`src/rtl/newspaper_pkg.sv`:
```
// Shared types and defaults for the newspaper dispenser: FSM states, item selects
// and the fixed service-order helpers.
package newspaper_pkg;

  localparam int unsigned NickInitDefault = 8;
  localparam int unsigned DimeInitDefault = 8;
  localparam int unsigned TimeoutDefault  = 15;
  localparam int unsigned CntW            = 4;

  typedef enum logic [1:0] {StIdle, StIssue, StWait, StFault} state_e;

  typedef enum logic [1:0] {ItemNone, ItemPaper, ItemDime, ItemNick} item_e;

  // Service order is paper, then dimes, then nickels.
  function automatic item_e pick_item(input logic paper, input logic [1:0] dimes,
                                      input logic [2:0] nicks);
    item_e item;
    item = ItemNone;
    if (paper) begin
      item = ItemPaper;
    end else if (dimes != 2'd0) begin
      item = ItemDime;
    end else if (nicks != 3'd0) begin
      item = ItemNick;
    end
    return item;
  endfunction

  // Actuator drive vector {paper, dime, nickel} for an item.
  function automatic logic [2:0] item_eject(input item_e item);
    logic [2:0] vec;
    case (item)
      ItemPaper: vec = 3'b100;
      ItemDime:  vec = 3'b010;
      ItemNick:  vec = 3'b001;
      default:   vec = 3'b000;
    endcase
    return vec;
  endfunction

endpackage

```
`src/rtl/hopper_timer.sv`:
```
// Watchdog for hopper acknowledges: counts cycles while started, flags expiry after
// TIMEOUT consecutive counted cycles.
module hopper_timer #(
  parameter int unsigned TIMEOUT = 15
) (
  input  logic i_clk,
  input  logic i_reset,
  input  logic i_start,
  input  logic i_clear,
  output logic o_expired
);

  localparam int unsigned CW = $clog2(TIMEOUT + 1);

  logic [CW-1:0] r_cnt;

  always_ff @(posedge i_clk) begin
    if (i_reset || i_clear) begin
      r_cnt <= '0;
    end else if (i_start && !o_expired) begin
      r_cnt <= r_cnt + CW'(1);
    end
  end

  // Expiry is seen on the TIMEOUT-th counted cycle so the FSM leaves on that edge.
  assign o_expired = (r_cnt >= CW'(TIMEOUT - 1));

endmodule

```
`src/rtl/newspaper_dispenser.sv`:
```
// Newspaper vending controller: captures a vend job, sequences paper/dime/nickel
// ejects against hopper acknowledges, tracks inventory and latches hopper timeouts.
module newspaper_dispenser
  import newspaper_pkg::*;
#(
  parameter int unsigned NICK_INIT = NickInitDefault,
  parameter int unsigned DIME_INIT = DimeInitDefault,
  parameter int unsigned TIMEOUT   = TimeoutDefault
) (
  input  logic            clk,
  input  logic            reset,
  input  logic            R,
  input  logic            N1,
  input  logic            D1,
  input  logic            D2,
  input  logic            refill,
  input  logic            coin_done,
  output logic            paper_eject,
  output logic            nick_eject,
  output logic            dime_eject,
  output logic            busy,
  output logic [CntW-1:0] nick_cnt,
  output logic [CntW-1:0] dime_cnt,
  output logic            short_err,
  output logic            overrun,
  output logic            fault
);

  state_e          r_state;
  item_e           r_item;
  logic            r_paper;
  logic [1:0]      r_dimes;
  logic [2:0]      r_nicks;
  logic [CntW-1:0] r_nick_cnt;
  logic [CntW-1:0] r_dime_cnt;
  logic            r_paper_eject;
  logic            r_nick_eject;
  logic            r_dime_eject;
  logic            r_short_err;
  logic            r_overrun;
  logic            r_fault;

  logic            w_cmd;
  logic [CntW-1:0] w_nick_avail;
  logic [CntW-1:0] w_dime_avail;
  logic [1:0]      w_dime_req;
  logic [1:0]      w_dime_job;
  logic [CntW-1:0] w_nick_need;
  logic            w_short;
  logic [1:0]      w_cap_dimes;
  logic [2:0]      w_cap_nicks;
  item_e           w_cap_item;
  logic            w_paper_nx;
  logic [1:0]      w_dimes_nx;
  logic [2:0]      w_nicks_nx;
  item_e           w_next_item;
  logic            w_timer_start;
  logic            w_timer_clear;
  logic            w_timer_expired;

  assign w_cmd = R | N1 | D1 | D2;

  // Refill in the same cycle as a vend is applied first, so capture sees fresh counts.
  always_comb begin
    w_nick_avail = refill ? CntW'(NICK_INIT) : r_nick_cnt;
    w_dime_avail = refill ? CntW'(DIME_INIT) : r_dime_cnt;
    w_dime_req   = D2 ? 2'd2 : (D1 ? 2'd1 : 2'd0);
    w_dime_job   = ({2'b00, w_dime_req} > w_dime_avail) ? w_dime_avail[1:0] : w_dime_req;
    w_nick_need  = {3'b000, N1} + {1'b0, w_dime_req - w_dime_job, 1'b0};
    w_short      = (w_nick_need > w_nick_avail);
    w_cap_dimes  = w_short ? 2'd0 : w_dime_job;
    w_cap_nicks  = w_short ? 3'd0 : w_nick_need[2:0];
    w_cap_item   = pick_item(R, w_cap_dimes, w_cap_nicks);
  end

  always_comb begin
    w_paper_nx = r_paper;
    w_dimes_nx = r_dimes;
    w_nicks_nx = r_nicks;
    case (r_item)
      ItemPaper: w_paper_nx = 1'b0;
      ItemDime:  w_dimes_nx = r_dimes - 2'd1;
      ItemNick:  w_nicks_nx = r_nicks - 3'd1;
      default:   ;
    endcase
    w_next_item = pick_item(w_paper_nx, w_dimes_nx, w_nicks_nx);
  end

  assign w_timer_start = (r_state == StWait) && !coin_done;
  assign w_timer_clear = (r_state != StWait) || coin_done;

  hopper_timer #(
    .TIMEOUT(TIMEOUT)
  ) u_hopper_timer (
    .i_clk    (clk),
    .i_reset  (reset),
    .i_start  (w_timer_start),
    .i_clear  (w_timer_clear),
    .o_expired(w_timer_expired)
  );

  always_ff @(posedge clk) begin
    if (reset) begin
      r_state       <= StIdle;
      r_item        <= ItemNone;
      r_paper       <= 1'b0;
      r_dimes       <= 2'd0;
      r_nicks       <= 3'd0;
      r_nick_cnt    <= CntW'(NICK_INIT);
      r_dime_cnt    <= CntW'(DIME_INIT);
      r_paper_eject <= 1'b0;
      r_nick_eject  <= 1'b0;
      r_dime_eject  <= 1'b0;
      r_short_err   <= 1'b0;
      r_overrun     <= 1'b0;
      r_fault       <= 1'b0;
    end else begin
      {r_paper_eject, r_dime_eject, r_nick_eject} <= 3'b000;
      r_short_err <= 1'b0;
      r_overrun   <= w_cmd && (r_state != StIdle);
      unique case (r_state)
        StIdle: begin
          if (refill) begin
            r_nick_cnt <= CntW'(NICK_INIT);
            r_dime_cnt <= CntW'(DIME_INIT);
          end
          if (w_cmd) begin
            r_paper     <= R;
            r_dimes     <= w_cap_dimes;
            r_nicks     <= w_cap_nicks;
            r_item      <= w_cap_item;
            r_short_err <= w_short;
            {r_paper_eject, r_dime_eject, r_nick_eject} <= item_eject(w_cap_item);
            r_state     <= StIssue;
          end
        end
        StIssue: begin
          r_state <= (r_item == ItemNone) ? StIdle : StWait;
        end
        StWait: begin
          if (coin_done) begin
            r_paper <= w_paper_nx;
            r_dimes <= w_dimes_nx;
            r_nicks <= w_nicks_nx;
            r_item  <= w_next_item;
            if (r_item == ItemDime && r_dime_cnt != '0) begin
              r_dime_cnt <= r_dime_cnt - CntW'(1);
            end
            if (r_item == ItemNick && r_nick_cnt != '0) begin
              r_nick_cnt <= r_nick_cnt - CntW'(1);
            end
            if (w_next_item == ItemNone) begin
              r_state <= StIdle;
            end else begin
              {r_paper_eject, r_dime_eject, r_nick_eject} <= item_eject(w_next_item);
              r_state <= StIssue;
            end
          end else if (w_timer_expired) begin
            r_fault <= 1'b1;
            r_state <= StFault;
          end
        end
        StFault: begin
          r_fault <= 1'b1;
        end
        default: begin
          r_state <= StIdle;
        end
      endcase
    end
  end

  assign paper_eject = r_paper_eject;
  assign nick_eject  = r_nick_eject;
  assign dime_eject  = r_dime_eject;
  assign busy        = (r_state != StIdle);
  assign nick_cnt    = r_nick_cnt;
  assign dime_cnt    = r_dime_cnt;
  assign short_err   = r_short_err;
  assign overrun     = r_overrun;
  assign fault       = r_fault;

endmodule

```
`config.mk`:
```
export PLATFORM = sky130hd
export DESIGN_NAME = newspaper_dispenser
export DESIGN_NICKNAME = d
export VERILOG_FILES = /design/src/rtl/newspaper_pkg.sv /design/src/rtl/hopper_timer.sv /design/src/rtl/newspaper_dispenser.sv
export SDC_FILE = /design/constraint.sdc
export NUM_CORES = 1
export LEC_CHECK = 0
export BUFFER_PORTS_ARGS = -buffer_cell sky130_fd_sc_hd__buf_4
export CAP_MARGIN = 40
export CORE_MARGIN = 1.5
export CORE_UTILIZATION = 25
export CTS_CLUSTER_SIZE = 40
export DETAILED_ROUTE_END_ITERATION = 10
export MAX_ROUTING_LAYER = met4
export PLACE_DENSITY_LB_ADDON = 0.05
export SLEW_MARGIN = 20
export SYNTH_ARGS = -nofsm -noshare
export SYNTH_HDL_FRONTEND = slang
export SYNTH_HIERARCHICAL = 1
export SYNTH_SLANG_ARGS = --single-unit
```
`constraint.sdc`:
```
create_clock -name clk -period 7.5 [get_ports clk]
set_input_delay 0.75 -clock clk [delete_from_list [all_inputs] [get_ports clk]]
set_output_delay 0.75 -clock clk [all_outputs]
set_load 0.01 [all_outputs]
```
==> metrics.md <==
| Metric | Value |
|---|---|
| Setup Skew | `0.00512 ns` |
| CTS buffer count | `3` |
| Vias in the first global route | `1637` |
| Main flop type after synthesis | `dfxtp_1` |
| Sequential Power Share | `48.6%` |
| Syn-to-layout area delta | `16.1%` |
| Synthesized flop and latch total | `28` |
| Post-synth EDFFs | `0` |
| DP Area | `approximately 0.0022 sq mm` |
| Setup violators final | `0` |
| Clock share of power | `around 25%` |
| Hold path start | `fault` |
| Clk root buf | `clkbuf_8` |
| Yosys warns | `6` |
| Max_slew headroom | `61.2%` |
| CTS tree | `done` |
| MaxCap Viol Count | `0` |
| Most common cell after layout, fill and taps aside | `dfxtp_1` |
| Delay of the slowest critical-path stage | `~0.42 ns` |
| Crit path from | `refill` |
| Worst path required time | `between 7 and 8 ns` |
| Crit Path Category | `in -> reg` |
| Post-CTS Setup Inserts | `0` |
| Switch share | `roughly a third` |
| Final slew viol count | `0` |
| Dpl cells | `~350` |
| GRT overflow | `0` |
| R2R depth | `14` |
| Residual DRC | `0` |
| Core Area | `about 0.0076 sq mm` |
| CTS sink count | `28` |
| Most frequent cells in the layout | `dfxtp_1 (28), nor2_1 (26), buf_4 (24)` |
| Power Density | `~150 mW/mm^2` |
| WL per Instance | `roughly 15 microns` |
| Hold_buf cts | `0` |
| HPWL Detailed | `around 3900 microns` |
| Clk slew on worst S/H paths | `between 0.1 and 0.15 ns` |
| Pre-CTS WS | `~3.6 ns` |
| Final Non-Filler Cells | `356` |
| Fillers | `just over 800` |
| Total GRT Usage | `approximately 13%` |
| Post-synth top area cell | `dfxtp_1` |
| Worst-margin pin slew | `between 0.5 and 0.6 ns` |
| Sequential area share after synthesis | `around 29%` |
| Synth async-reset ratio | `0%` |
| Tmin final | `3.65 ns` |
| Final worst path period share | `around half` |
| Tightest Hold Check Type | `reg -> reg` |
| CTS Buffer Depth | `2` |
| Critical-path maximum fanout | `7` |
| TNS Setup | `0 ns` |
| Critical path endpoint | `nick_eject` |
| Resized cells post-CTS | `0` |
| Total wire length | `approximately 5300 microns` |
| RD Place Congestion | `roughly 0.77` |
| Final WS setup | `around 3.9 ns` |
| Power Total | `between 300 and 400 uW` |
| Global-route wire length before repair | `~8600 microns` |
| Logic pwr share | `26.0%` |
| Top cells by area, synth | `dfxtp_1 (29%), ha_1 (10%), nor2_1 (5.0%), inv_1 (3.5%), nand2_1 (3.5%)` |
| DR vias/cell | `about 4.8` |
| Multi-input logic area | `between 0.001 and 0.0015 sq mm` |
| Buffers added on ports | `22` |
| Most used cell, CP | `ha_1` |
| CP endpoint kind | `register` |
| Initial antenna violation count | `0` |
| Leak | `0.000886 uW` |
| Status | `finished clean` |
| Cell-internal power | `233 uW` |
| Via count | `between 1.5k and 2k` |
| Final Net Count | `280` |
| Die width | `91.3 microns` |
| Mapped Nets | `258` |
| Reg2reg end | `nick_eject` |
| H-tree depth | `1` |
| Initial core utilization | `approximately a quarter` |
| Clock Latency Late Sink | `roughly 0.28 ns` |
| Antenna Cells | `0` |
| Avg Cell Area, Syn | `8.33 sq um` |
| # IOs | `23` |
| R2R setup slack | `roughly 4.1 ns` |
| Die Span Y | `approximately 90 microns` |
| Share of cells above drive strength 1 | `~17%` |
| Largest net degree at the start of global routing | `31` |
| Detail Route Antenna Nets | `0` |
| Drt pass-1 iters | `4` |
| Synth unique cells | `59` |
| Worst path arrival time | `3.84 ns` |
| Worst path slowest cell | `a211oi_1` |
| Die Area | `around 0.0083 sq mm` |
| Net Switching | `around 110 uW` |
| Mapped Cells | `between 200 and 250` |
| CP Cell Sequence | `buf_4 > inv_1 > nand2_1 > ha_1 > a211oi_2 > o211ai_2 > mux2i_1 > ha_1 > inv_1 > ha_1 > nand2b_1 > a211oi_1 > and2_1 > nor2_1 > o41ai_2` |
| Worst reg2reg startpoint | `dime_cnt[0]` |
| # rows | `32` |
| Share of the synthesized area in the top cell type | `approximately 29%` |
| Type of origin of the critical path | `input port` |
| RSZ-0062 raised after global routing | `false` |
| Achievable Freq | `about 270 MHz` |
| Sequential Area | `between 500 and 600 sq um` |
| VDD IR max | `between 60 and 70 uV` |
| Initial drt markers | `60` |
| Finished layout cell area | `0.00226 sq mm` |
| Post-synthesis instance area | `between 0.0015 and 0.002 sq mm` |
| Final Hold Violating Endpoints | `0` |
kinds of logic (layout without fill, tap and decap cells):
| group | count (synthesis) | after routing | share of synthesized area (%) |
|---|---|---|---|
| compound gates | 65 | 65 | 26.2 |
| xor+xnor | 5 | 5 | 2.63 |
| fa+ha+maj | 16 | 16 | 10.3 |
| buf+inv | 26 | 46 | 5.46 |
| flops | 28 | 28 | 28.8 |
| mux | 4 | 4 | 2.37 |
| simple gates | 90 | 90 | 24.3 |
Yosys cell counts (2+ instances only):
cell / number
nand3_1: 6
a21boi_0: 2
a211oi_1: 5
a31oi_1: 2
nor2_1: 26
nor4bb_1: 3
and3_1: 2
nand2_1: 18
nor2b_1: 5
and2_1: 3
inv_1: 18
nand2b_1: 10
mux2i_1: 2
a21oi_1: 13
a311oi_1: 2
a2bb2oi_1: 3
dfxtp_1: 28
a21o_1: 3
a32oi_1: 2
o2111ai_1: 2
o21ai_0: 4
clkbuf_1: 2
nor4_2: 3
o21ai_1: 6
nor3_1: 7
xnor2_1: 3
ha_1: 16
a211oi_2: 3
o31ai_1: 2
buf_2: 4
power by group through the flow:
stage | Combinational (uW) | Clock [uW] | Sequential, uW
after floorplan | 62.8 | 0 | 170
after global placement | 92.5 | 0 | 173
after detailed placement | 91.0 | 0 | 172
after CTS | 91.7 | 93.1 | 169
after global routing | 101 | 97.6 | 170
final | 90.3 | 88.0 | 169
stage by stage:
stage          hold slack, ns  util [%]
2_1_floorplan           0.486         -
3_3_place_gp            0.486      29.1
3_5_place_dp            0.475      29.1
4_1_cts                 0.506      29.6
5_1_grt                 0.539      29.6
6_report                0.491      29.6
sequential cells by signal, summed over array words and instances (netlist names):
name,flops
dime_cnt,4
dime_eject,1
fault,1
nick_cnt,4
nick_eject,1
overrun,1
paper_eject,1
r_dimes,2
r_item,2
r_nicks,3
r_paper,1
r_state,2
short_err,1
u_hopper_timer/r_cnt,4
metal layers:
layer,wire [microns],GRT usage [%]
met5,0,-
met2,2370,21.5
met1,2750,18.2
met4,38,2.73
met3,121,1.84
critical path: cells and delay by family:
family | cells | cell delay [ns]
adder cells (fa/ha/maj) | 3 | 0.93
buffers and inverters | 3 | 0.32
AND/OR/NAND/NOR | 4 | 0.48
multiplexers | 1 | 0.18
AO/OA/AOI/OAI | 4 | 1.17
worst min path at each step:
stage                     endpoint  slack [ns]  cells after the start
final                        fault        0.49                      2
after global routing       r_paper        0.54                      2
after CTS                    fault        0.51                      2
after detailed placement     fault        0.47                      2
after global placement       fault        0.49                      2
after floorplan            r_paper        0.49                      2
layout make-up:
cell class	count	area share (%)
clock buffers	3	1.82
inverters	19	3.15
multi-input cells	180	56.7
flip-flops and latches	28	24.8
well taps	102	5.64
repair buffers	24	7.96
Note: power is estimated with default switching activity, not from simulation.
